--- src/rtl/pmod_keypad_scanner.sv ---
// pmod_keypad_scanner
// Scans a 4x4 active-low matrix keypad one column at a time.
// Full scans are debounced into a 16-bit key map, and single-key presses
// are reported as a one-cycle event carrying the key's hex code.
// Multi-key chords are flagged and never reported.
// Key map bit index is {row, col}, which is r*4 + c.
module pmod_keypad_scanner #(
   parameter int SCAN_CYCLES    = 100_000,
   parameter int DEBOUNCE_SCANS = 4
) (
   input  logic       clk,
   input  logic       reset_n,
   input  logic [3:0] row,
   output logic [3:0] col,
   output logic [3:0] key_code,
   output logic       key_valid,
   output logic       key_held,
   output logic       multi_key
);

   localparam int CNT_W = $clog2(SCAN_CYCLES);
   localparam int STB_W = $clog2(DEBOUNCE_SCANS + 1);
   localparam logic [CNT_W-1:0] CNT_LAST = CNT_W'(SCAN_CYCLES - 1);
   localparam logic [STB_W-1:0] STB_MAX  = STB_W'(DEBOUNCE_SCANS);

   typedef enum logic [1:0] {
      IDLE    = 2'd0,
      HELD    = 2'd1,
      LOCKOUT = 2'd2
   } state_t;

   // Number of keys set in a key map.
   function automatic logic [4:0] popcount16(input logic [15:0] v);
      logic [4:0] n;
      n = 5'd0;
      for (int i = 0; i < 16; i++) begin
         n = n + 5'(v[i]);
      end
      return n;
   endfunction

   // Index of the set bit of a one-hot key map.
   function automatic logic [3:0] key_index(input logic [15:0] v);
      logic [3:0] idx;
      idx = 4'd0;
      for (int i = 0; i < 16; i++) begin
         if (v[i]) begin
            idx = 4'(i);
         end
      end
      return idx;
   endfunction

   // Keypad legend: rows 1 2 3 A / 4 5 6 B / 7 8 9 C / 0 F E D.
   function automatic logic [3:0] decode_key(input logic [3:0] idx);
      logic [3:0] k;
      case (idx)
         4'd0:    k = 4'h1;
         4'd1:    k = 4'h2;
         4'd2:    k = 4'h3;
         4'd3:    k = 4'hA;
         4'd4:    k = 4'h4;
         4'd5:    k = 4'h5;
         4'd6:    k = 4'h6;
         4'd7:    k = 4'hB;
         4'd8:    k = 4'h7;
         4'd9:    k = 4'h8;
         4'd10:   k = 4'h9;
         4'd11:   k = 4'hC;
         4'd12:   k = 4'h0;
         4'd13:   k = 4'hF;
         4'd14:   k = 4'hE;
         4'd15:   k = 4'hD;
         default: k = 4'h0;
      endcase
      return k;
   endfunction

   logic [3:0]       row_s1_q, row_s1_d;
   logic [3:0]       row_s2_q, row_s2_d;
   logic [CNT_W-1:0] cnt_q, cnt_d;
   logic [1:0]       col_idx_q, col_idx_d;
   logic [3:0]       col_q, col_d;
   logic [15:0]      snap_q, snap_d;
   logic             scan_done_q, scan_done_d;
   logic [15:0]      prev_q, prev_d;
   logic [STB_W-1:0] stable_q, stable_d;
   logic [15:0]      map_q, map_d;
   state_t           state_q, state_d;
   logic [3:0]       held_idx_q, held_idx_d;
   logic [3:0]       key_code_q, key_code_d;
   logic             key_valid_q, key_valid_d;
   logic             key_held_q, key_held_d;
   logic             multi_key_q, multi_key_d;
   logic [4:0]       map_pop_s;

   assign map_pop_s = popcount16(map_q);

   // Row synchroniser, column timing and per-column snapshot capture.
   always_comb begin
      row_s1_d    = row;
      row_s2_d    = row_s1_q;
      cnt_d       = cnt_q;
      col_idx_d   = col_idx_q;
      col_d       = col_q;
      snap_d      = snap_q;
      scan_done_d = 1'b0;
      if (cnt_q == CNT_LAST) begin
         cnt_d     = '0;
         col_idx_d = col_idx_q + 2'd1;
         col_d     = ~(4'b0001 << col_idx_d);
         for (int r = 0; r < 4; r++) begin
            snap_d[{2'(r), col_idx_q}] = ~row_s2_q[r];
         end
         scan_done_d = (col_idx_q == 2'd3);
      end else begin
         cnt_d = cnt_q + CNT_W'(1);
      end
   end

   // Debounce: count identical full scans and publish the map once stable.
   always_comb begin
      prev_d   = prev_q;
      stable_d = stable_q;
      map_d    = map_q;
      if (scan_done_q) begin
         if (snap_q == prev_q) begin
            if (stable_q < STB_MAX) begin
               stable_d = stable_q + STB_W'(1);
            end else begin
               stable_d = stable_q;
            end
         end else begin
            stable_d = STB_W'(1);
            prev_d   = snap_q;
         end
         if (stable_d == STB_MAX) begin
            map_d = snap_q;
         end else begin
            map_d = map_q;
         end
      end else begin
         map_d = map_q;
      end
   end

   // Key FSM next-state: report single keys, lock out chords until all released.
   always_comb begin
      state_d = state_q;
      case (state_q)
         IDLE: begin
            if (map_q == 16'h0000) begin
               state_d = IDLE;
            end else if (map_pop_s == 5'd1) begin
               state_d = HELD;
            end else begin
               state_d = LOCKOUT;
            end
         end
         HELD: begin
            if (map_q == (16'h0001 << held_idx_q)) begin
               state_d = HELD;
            end else if (map_q == 16'h0000) begin
               state_d = IDLE;
            end else begin
               state_d = LOCKOUT;
            end
         end
         LOCKOUT: begin
            if (map_q == 16'h0000) begin
               state_d = IDLE;
            end else begin
               state_d = LOCKOUT;
            end
         end
         default: state_d = IDLE;
      endcase
   end

   // Key FSM outputs: event pulse, latched code, held and chord levels.
   always_comb begin
      key_valid_d = (state_q == IDLE) && (state_d == HELD);
      if (key_valid_d) begin
         key_code_d = decode_key(key_index(map_q));
         held_idx_d = key_index(map_q);
      end else begin
         key_code_d = key_code_q;
         held_idx_d = held_idx_q;
      end
      key_held_d  = (state_d == HELD);
      multi_key_d = (map_pop_s > 5'd1);
   end

   // Scan-side registers.
   always_ff @(posedge clk) begin
      if (!reset_n) begin
         row_s1_q    <= 4'b1111;
         row_s2_q    <= 4'b1111;
         cnt_q       <= '0;
         col_idx_q   <= 2'd0;
         col_q       <= 4'b1110;
         snap_q      <= 16'h0000;
         scan_done_q <= 1'b0;
         prev_q      <= 16'h0000;
         stable_q    <= '0;
         map_q       <= 16'h0000;
      end else begin
         row_s1_q    <= row_s1_d;
         row_s2_q    <= row_s2_d;
         cnt_q       <= cnt_d;
         col_idx_q   <= col_idx_d;
         col_q       <= col_d;
         snap_q      <= snap_d;
         scan_done_q <= scan_done_d;
         prev_q      <= prev_d;
         stable_q    <= stable_d;
         map_q       <= map_d;
      end
   end

   // FSM state and registered outputs.
   always_ff @(posedge clk) begin
      if (!reset_n) begin
         state_q     <= IDLE;
         held_idx_q  <= 4'd0;
         key_code_q  <= 4'h0;
         key_valid_q <= 1'b0;
         key_held_q  <= 1'b0;
         multi_key_q <= 1'b0;
      end else begin
         state_q     <= state_d;
         held_idx_q  <= held_idx_d;
         key_code_q  <= key_code_d;
         key_valid_q <= key_valid_d;
         key_held_q  <= key_held_d;
         multi_key_q <= multi_key_d;
      end
   end

   assign col       = col_q;
   assign key_code  = key_code_q;
   assign key_valid = key_valid_q;
   assign key_held  = key_held_q;
   assign multi_key = multi_key_q;

endmodule

--- config.mk ---
export PLATFORM = sky130hd
export DESIGN_NAME = pmod_keypad_scanner
export DESIGN_NICKNAME = d
export VERILOG_FILES = /design/src/rtl/pmod_keypad_scanner.sv
export SDC_FILE = /design/constraint.sdc
export NUM_CORES = 1
export LEC_CHECK = 0
export CORE_UTILIZATION = 28
export CTS_CLUSTER_DIAMETER = 200
export CTS_CLUSTER_SIZE = 24
export DETAILED_ROUTE_END_ITERATION = 6
export DONT_BUFFER_PORTS = 1
export GPL_TIMING_DRIVEN = 1
export HOLD_SLACK_MARGIN = 0.02
export PLACE_DENSITY = 0.43
export SETUP_SLACK_MARGIN = 0.3
export SYNTH_ARGS = -nofsm -noshare
export SYNTH_HDL_FRONTEND = slang
export SYNTH_SLANG_ARGS = --single-unit
--- constraint.sdc ---
create_clock -name clk -period 6.9 [get_ports clk]
set_input_delay 1.38 -clock clk [delete_from_list [all_inputs] [get_ports clk]]
set_output_delay 1.38 -clock clk [all_outputs]
set_load 0.01 [all_outputs]
==> load_flow_metrics.sql, run 1 <==
INSERT INTO impl_metrics (metric_group, metric, value, unit) VALUES
('power_and_ir_drop', 'net_switching_power', '232', 'uW'),
('sta', 'finalWorstSetupSlack', '2.23', 'ns'),
('cts', 'cts-root-to-sink-buffers', '2', ''),
('cells_and_area', 'num_antenna_cells', '0', ''),
('cts', 'cts_tree', 'done', ''),
('sta', 'finalHoldViolations', '0', ''),
('sta', 'worst-slew-pin-transition', '0.995', 'ns'),
('outcome', 'run_status', 'complete, no violations', ''),
('die', 'die_h', '135', 'um'),
('synthesis', 'yosys-top-cells-count', 'sky130_fd_sc_hd__dfxtp_1 (96), sky130_fd_sc_hd__nor2_1 (71), sky130_fd_sc_hd__a21oi_1 (49), sky130_fd_sc_hd__nand2_1 (49), sky130_fd_sc_hd__inv_1 (30)', ''),
('critical_path', 'rr_worst_depth', '13', ''),
('cells_and_area', 'final_area', '0.00536', 'mm^2'),
('die', 'initial_core_util', '28.5', '%'),
('die', 'floorplan.rows', '48', ''),
('cts', 'cts.hold.buffers_added', '0', ''),
('min_path', 'min_path_type', 'register to register', ''),
('placed_design', 'hpwlAfterDp', '8110', 'um'),
('critical_path', 'r2r-end', 'held_idx_q[0]', ''),
('min_path', 'hold-path-endpoint', 'row_s2_q[1]', ''),
('die', 'design.portCount', '17', ''),
('power_and_ir_drop', 'p_seq_share', '53.9', '%'),
('synthesis', 'postSynth.topFlopCell', 'sky130_fd_sc_hd__dfxtp_1', ''),
('critical_path', 'startpoint_type', 'register', ''),
('cells_and_area', 'filler_cell_count', '1852', ''),
('cells_and_area', 'areaGrowthSynthToFinish', '8.96', '%'),
('sta', 'slew_violations', '0', ''),
('synthesis', 'synth_nets', '596', ''),
('synthesis', 'synth_area', '0.00492', 'mm^2'),
('critical_path', 'crit_slowest_cell', 'sky130_fd_sc_hd__dfxtp_1', ''),
('power_and_ir_drop', 'switching_share_of_total_power', '22.3', '%'),
('synthesis', 'syn_area_per_cell', '8.76', 'um^2'),
('global_routing', 'largest_net_degree_at_the_start_of_global_routing', '68', ''),
('cts', 'worst_skew_pair.late_latency', '0.35', 'ns'),
('synthesis', 'yosysTopAreaCellShare', '39.1', '%'),
('cts', 'clk_pin_slew', '0.07', 'ns'),
('critical_path', 'arrival', '4.92', 'ns'),
('synthesis', 'synth_top_area_cell', 'sky130_fd_sc_hd__dfxtp_1', ''),
('sta', 'timing.slew.headroom', '33.2', '%'),
('critical_path', 'ff2ff_setup_slack', '2.23', 'ns'),
('synthesis', 'yosys_warnings', '0', ''),
('routing', 'via_count', '3791', ''),
('sta', 'totalNegativeSetupSlack', '0', 'ns'),
('placed_design', 'gpl.final_weighted_congestion', '0.809', ''),
('synthesis', 'ys_types', '69', ''),
('synthesis', 'async_reset_ff_share', '0', '%'),
('global_routing', 'number_of_global_route_vias_before_repair', '3613', ''),
('cts', 'postCtsResizedCells', '0', ''),
('cells_and_area', 'seq_area', '0.00192', 'mm^2'),
('cts', 'clock-sinks', '96', ''),
('sta', 'fin_worst_skew', '0.00955', 'ns'),
('routing', 'drt-initial-drc-count', '217', ''),
('cts', 'clockRootBuffer', 'sky130_fd_sc_hd__clkbuf_16', ''),
('routing', 'dr_wl_met2', '5140', 'um'),
('routing', 'drt_wl_total', '11200', 'um'),
('sta', 'setup_repair_after_global_routing_missed_its_margin', 'no', ''),
('cells_and_area', 'nets', '585', ''),
('min_path', 'holdPathStages', '1', ''),
('global_routing', 'initial_antenna_violation_count', '1', ''),
('sta', 'min_period_over_period', '67.7', '%'),
('die', 'die_area', '0.0181', 'mm^2'),
('min_path', 'hp-start', 'row_s1_q[1]', ''),
('critical_path', 'worst-setup-path-type', 'register to register', ''),
('die', 'fp.dieW', '135', 'um'),
('power_and_ir_drop', 'p_clk_share', '44.8', '%'),
('routing', 'avgViaCountPerCell', '4.86', ''),
('cells_and_area', 'multi_input_gate_area_in_the_final_layout', '0.00275', 'mm^2'),
('critical_path', 'timing.critical_path.required', '7.15', 'ns'),
('critical_path', 'timing.critical_path.fanout_max', '12', ''),
('synthesis', 'netlist_top_cells_area', 'sky130_fd_sc_hd__dfxtp_1 (39%), sky130_fd_sc_hd__nor2_1 (5.4%), sky130_fd_sc_hd__a21oi_1 (5.0%)', ''),
('global_routing', 'global_router_s_overall_resource_usage', '13.4', '%'),
('placed_design', 'detailedPlace.worstSlack', '2.23', 'ns');
==> cell usage in the layout, fill, tap and decap left out, types with 12 or more instances in the layout <==
cell and count:
sky130_fd_sc_hd__dfxtp_1 96, sky130_fd_sc_hd__nor2_1 71, sky130_fd_sc_hd__nand2_1 49, sky130_fd_sc_hd__a21oi_1 49, sky130_fd_sc_hd__inv_1 29, sky130_fd_sc_hd__o21ai_0 29
sky130_fd_sc_hd__xor2_1 25, sky130_fd_sc_hd__ha_1 19, sky130_fd_sc_hd__mux2i_1 16, sky130_fd_sc_hd__nand2b_1 14, sky130_fd_sc_hd__nand4_1 12, sky130_fd_sc_hd__nand3_1 12
==> state kept, by name, indices dropped and copies added (netlist names), 3 cells and up <==
name,flops
cnt_q,17
map_q,16
prev_q,16
snap_q,16
col,4
held_idx_q,4
key_code,4
row_s1_q,4
row_s2_q,4
stable_q,3
==> layer usage <==
metal / GRT usage [%] / vias up
met1: 17.6 / 1791
met4: 4.68 / 0
met5: 0 / -
met2: 21.6 / 66
met3: 2.89 / 12
li1: - / 1922
==> layout make-up <==
cell class / instances / area share (%)
timing repair buffer: 2 / 0.280
sequential: 96 / 35.9
tap: 225 / 5.26
inverter: 30 / 2.10
multi-input combinational: 411 / 51.3
clock buffer: 9 / 4.20
clock inverter: 7 / 0.958
==> power groups by stage <==
stage	registers, mW	clock network [mW]	logic [mW]
after CTS	0.560	0.490	0.0141
after detailed placement	0.573	0	0.0140
final	0.560	0.466	0.0135
after global placement	0.573	0	0.0141
after floorplan	0.572	0	0.0130
after global routing	0.561	0.509	0.0159
==> through the flow <==
step | total power, mW | utilization (%)
3_3_place_gp | 0.587 | 29.5
3_5_place_dp | 0.587 | 29.5
6_report | 1.04 | 31.1
2_1_floorplan | 0.585 | -
4_1_cts | 1.06 | 31.1
5_1_grt | 1.09 | 31.1
==> logic make-up (layout without fill, tap and decap cells) <==
group,count (synthesis),in the layout,synth area share [%]
AND/OR/NAND/NOR,221,221,24.0
AO/OA/AOI/OAI,114,114,14.2
flip-flops,96,96,39.1
buffers and inverters,54,48,4.99
XOR/XNOR,30,30,5.34
adder cells (fa/ha/maj),29,29,8.91
multiplexers,17,17,3.49
==> critical path: cells and delay by family (launching register included) <==
family / cells / cell delay [ns]
fa+ha+maj: 6 / 2.53
simple gates: 3 / 0.75
compound gates: 2 / 0.68
flops: 1 / 0.54
buf+inv: 2 / 0.09
==> worst max path at each step <==
stage	startpoint	slack (ns)	end	depth (start not counted)
floorplan	map_q[13]	2.51	held_idx_q[1]	14
global placement	map_q[13]	2.37	key_code[3]	13
detailed placement	map_q[13]	2.23	held_idx_q[0]	13
CTS	map_q[13]	2.21	held_idx_q[0]	13
global route	map_q[13]	1.98	held_idx_q[0]	13
finish	map_q[13]	2.23	held_idx_q[0]	13
Power figures use the tool's default switching activity.
==> run 2, diff against run 1 <==
Settings changed: ABC_AREA from default to 1, PLACE_DENSITY 0.43 to 0.45.
Clock period 6.9 ns to 4.1 ns, I/O delays scaled along.
==> load_flow_metrics.sql, run 2 <==
INSERT INTO impl_metrics (metric_group, metric, value, unit) VALUES
('cells_and_area', 'nets', '690', ''),
('sta', 'min_period_over_period', '103', '%'),
('power_and_ir_drop', 'ir_drop', '0.189', 'mV'),
('routing', 'detail_route.first_pass.iterations', '4', ''),
('placed_design', 'dpl.cell_count', '863', ''),
('sta', 'timing.slew.headroom', '22.6', '%'),
('outcome', 'failing_checks', 'setup timing', ''),
('critical_path', 'critPathMaxStageDelay', '0.55', 'ns'),
('cts', 'numCtsBuffers', '9', ''),
('cells_and_area', 'areaGrowthSynthToFinish', '14.6', '%'),
('global_routing', 'globalRouteOverflowTotal', '0', ''),
('synthesis', 'synth.ff_latch_count', '96', ''),
('synthesis', 'yosys_warnings', '0', ''),
('routing', 'drt-initial-drc-count', '149', ''),
('synthesis', 'yosysTopAreaCellShare', '38.7', '%'),
('synthesis', 'syn_area_per_cell', '7.73', 'um^2'),
('routing', 'via_count', '4008', ''),
('critical_path', 'timing.critical_path.required', '4.28', 'ns'),
('global_routing', 'initial_antenna_violation_count', '0', ''),
('sta', 'finalHoldViolations', '0', ''),
('critical_path', 'crit_slowest_cell', 'sky130_fd_sc_hd__fa_1', ''),
('global_routing', 'grt_pass1_wl', '19100', 'um'),
('synthesis', 'synth-adder-area-share', '8.83', '%'),
('sta', 'fin_worst_skew', '0.0122', 'ns'),
('outcome', 'run_status', 'finished with violations', ''),
('global_routing', 'global_router_s_overall_resource_usage', '13.3', '%'),
('die', 'die_h', '135', 'um'),
('critical_path', 'startpoint_type', 'register', ''),
('min_path', 'min_path_type', 'register to register', ''),
('placed_design', 'detailedPlace.worstSlack', '-0.266', 'ns'),
('sta', 'worst_hold_slack', '0.412', 'ns'),
('synthesis', 'post_synth_and_or_nand_nor_area_fraction', '29.5', '%'),
('cells_and_area', 'top_register', 'cnt_q', ''),
('power_and_ir_drop', 'net_switching_power', '376', 'uW'),
('die', 'design.portCount', '17', ''),
('critical_path', 'crit_path_cell_trace', 'fa_1 -> inv_2 -> fa_1 -> fa_1 -> fa_1 -> inv_2 -> ha_4 -> fa_1 -> nor4_4 -> nand2_2 -> nor2_4 -> nand3_4 -> buf_4 -> nand2_1 -> a31oi_1', ''),
('synthesis', 'synthesized_instance_count', '642', ''),
('power_and_ir_drop', 'logic_pwr_share', '1.6', '%'),
('sta', 'achievable-frequency', '236', 'MHz'),
('critical_path', 'path_buf_inv', '3', ''),
('synthesis', 'postSynth.topFlopCell', 'sky130_fd_sc_hd__dfxtp_1', ''),
('cts', 'clockRootBuffer', 'sky130_fd_sc_hd__clkbuf_16', ''),
('cells_and_area', 'layout.cells.most_common', 'sky130_fd_sc_hd__dfxtp_1', ''),
('cells_and_area', 'filler_cell_count', '1878', ''),
('flow_run', 'cap_viol_max_count', '0', ''),
('min_path', 'hp-start', 'row_s1_q[3]', ''),
('synthesis', 'synth_enable_flop_cells', '0', ''),
('critical_path', 'timing.critical_path.from', 'map_q[1]', ''),
('power_and_ir_drop', 'total_power', '1.81', 'mW'),
('routing', 'drt_wl_total', '11200', 'um'),
('critical_path', 'timing.critical_path.fanout_max', '5', ''),
('cts', 'worst_skew_pair.late_latency', '0.35', 'ns'),
('synthesis', 'synth_top_area_cell', 'sky130_fd_sc_hd__dfxtp_1', ''),
('cells_and_area', 'layout-drive-gt1-share', '15.0', '%'),
('synthesis', 'async_reset_ff_share', '0', '%'),
('synthesis', 'yosys-top-cells-count', 'sky130_fd_sc_hd__dfxtp_1 (96), sky130_fd_sc_hd__nand2_1 (94), sky130_fd_sc_hd__inv_1 (86)', ''),
('synthesis', 'netlist_top_cells_area', 'sky130_fd_sc_hd__dfxtp_1 (39%), sky130_fd_sc_hd__nand2_1 (7.1%), sky130_fd_sc_hd__inv_1 (6.5%)', ''),
('critical_path', 'cp-end-kind', 'register', ''),
('power_and_ir_drop', 'static-leakage-power', '2.25', 'nW'),
('cts', 'cts-root-to-sink-buffers', '2', ''),
('critical_path', 'crit_family', 'adder cells', ''),
('cells_and_area', 'most-common-layout-cells', 'sky130_fd_sc_hd__dfxtp_1 (94), sky130_fd_sc_hd__nand2_1 (90), sky130_fd_sc_hd__inv_1 (82)', ''),
('die', 'fp.dieW', '135', 'um'),
('cells_and_area', 'final_cell_count_without_fillers', '884', ''),
('die', 'core_area', '0.0173', 'mm^2'),
('synthesis', 'synth_nets', '677', ''),
('critical_path', 'arrival', '4.41', 'ns'),
('critical_path', 'worst_r2r_startpoint', 'map_q[1]', ''),
('global_routing', 'number_of_global_route_vias_before_repair', '3944', ''),
('synthesis', 'ys_types', '47', ''),
('sta', 'finalWorstSetupSlack', '-0.136', 'ns'),
('sta', 'fin_crit', '4.24', 'ns'),
('synthesis', 'synth_seq_area_share', '38.7', '%'),
('cts', 'clk_pin_slew', '0.06', 'ns'),
('die', 'floorplan.rows', '48', ''),
('routing', 'avgViaCountPerCell', '4.53', ''),
('cts', 'clock-sinks', '96', ''),
('cells_and_area', 'utilization', '32.9', '%'),
('critical_path', 'ff2ff_setup_slack', '-0.14', 'ns'),
('die', 'initial_core_util', '28.7', '%'),
('synthesis', 'post_synth_mux_area_share', '0.227', '%'),
('power_and_ir_drop', 'switching_share_of_total_power', '20.8', '%'),
('synthesis', 'synth-compound-area-share', '10.5', '%'),
('sta', 'setup_repair_after_global_routing_missed_its_margin', 'yes', ''),
('cells_and_area', 'largest_register_ff_count', '17', ''),
('cells_and_area', 'seq_area', '0.00192', 'mm^2'),
('power_and_ir_drop', 'pwr_density_cell', '319', 'mW/mm^2'),
('synthesis', 'synth_area', '0.00496', 'mm^2'),
('power_and_ir_drop', 'p_clk_share', '46.3', '%'),
('cells_and_area', 'num_antenna_cells', '0', ''),
('critical_path', 'worst_path_most_repeated_cell', 'sky130_fd_sc_hd__fa_1', ''),
('critical_path', 'worst-setup-path-type', 'register to register', ''),
('routing', 'drc', '0', ''),
('synthesis', 'synth_top_family_by_area', 'simple AND/OR/NAND/NOR gates', ''),
('placed_design', 'gpl.final_weighted_congestion', '0.822', ''),
('cts', 'cts_tree', 'done', ''),
('routing', 'ant_nets', '0', ''),
('die', 'die_area', '0.0183', 'mm^2'),
('synthesis', 'yosys.cell_count.top_type', 'sky130_fd_sc_hd__dfxtp_1', ''),
('sta', 'setup_violations', '9', ''),
('global_routing', 'largest_net_degree_at_the_start_of_global_routing', '44', ''),
('sta', 'slew_violations', '0', ''),
('power_and_ir_drop', 'p_int', '1.44', 'mW'),
('routing', 'wl_per_cell', '12.7', 'um'),
('cts', 'cts_max_level', '3', ''),
('placed_design', 'hpwlAfterDp', '8470', 'um'),
('power_and_ir_drop', 'p_seq_share', '52.1', '%'),
('cells_and_area', 'multi_input_gate_area_in_the_final_layout', '0.00269', 'mm^2'),
('placed_design', 'port_buffers', '0', ''),
('synthesis', 'xor_xnor_share_of_the_synthesized_area', '3.71', '%'),
('sta', 'worst-slew-pin-transition', '1.16', 'ns');
==> run 2: cell count changes in the layout (fill, tap and decap cells not counted), moves of 10 or more <==
cell,change
sky130_fd_sc_hd__inv_1,+53
sky130_fd_sc_hd__buf_4,+18
sky130_fd_sc_hd__nand2b_1,-14
sky130_fd_sc_hd__xor2_1,-12
sky130_fd_sc_hd__nand4_1,+17
sky130_fd_sc_hd__nand2_1,+41
sky130_fd_sc_hd__nor2_1,+10
sky130_fd_sc_hd__nand3_1,+18
sky130_fd_sc_hd__mux2i_1,-16
sky130_fd_sc_hd__a21oi_1,-10
sky130_fd_sc_hd__a211oi_1,+10
==> run 2: through the flow <==
step | TNS, ns | area (um^2)
2_1_floorplan | 0 | 4980
3_5_place_dp | -1.80 | 5280
4_1_cts | -1.17 | 5610
6_report | -0.753 | 5690
3_3_place_gp | -1.38 | 5280
5_1_grt | -3.12 | 5690
==> run 2: what timing repair did <==
action	CTS	global route
hold buffers	0	0
endpoints found under the setup margin	12	13
resized for setup	4	12
setup buffers	3	3
hold endpoints to repair	0	0
pin swaps	4	3
==> run 2: worst paths after layout <==
kind | cells after the start | end
worst min register to register | 1 | row_s2_q[3]
worst max-delay path | 15 | key_code[2]
worst min-delay path | 1 | row_s2_q[3]
worst max register to register | 15 | key_code[2]
==> run 2: final cells by class <==
class / count / share of cell area [%]
well taps: 225 / 4.95
repair buffers: 20 / 2.64
multi-input cells: 438 / 47.3
clock buffers: 11 / 4.27
inverters: 90 / 6.01
clock inverters: 4 / 0.968
flip-flops and latches: 96 / 33.8
==> run 2: cells by family (layout without fill, tap and decap cells) <==
logic type | count (synthesis) | count (layout)
AOI/OAI and AO/OA | 90 | 90
xor gates and xnor gates | 21 | 21
buffers and inverters | 108 | 125
and+or+nand+nor | 297 | 297
muxes | 1 | 1
adders and majority gates | 29 | 29
DFF | 96 | 96
==> run 2: power groups by stage <==
stage / sequential (mW) / clock (mW) / combinational, mW
floorplan: 0.964 / 0 / 0.0291
global placement: 0.966 / 0 / 0.0290
detailed placement: 0.966 / 0 / 0.0296
CTS: 0.945 / 0.873 / 0.0298
global route: 0.945 / 0.908 / 0.0349
finish: 0.945 / 0.840 / 0.0289
==> run 2: layer usage <==
metal	share of wire, %	wire length [um]	vias to the layer above	track usage [%]
met1	50	5630	1860	17.7
met3	3.2	354	7	2.97
met2	45	5070	38	21.4
met5	0	0	-	0
met4	1.2	139	0	4.31
li1	-	-	2103	-
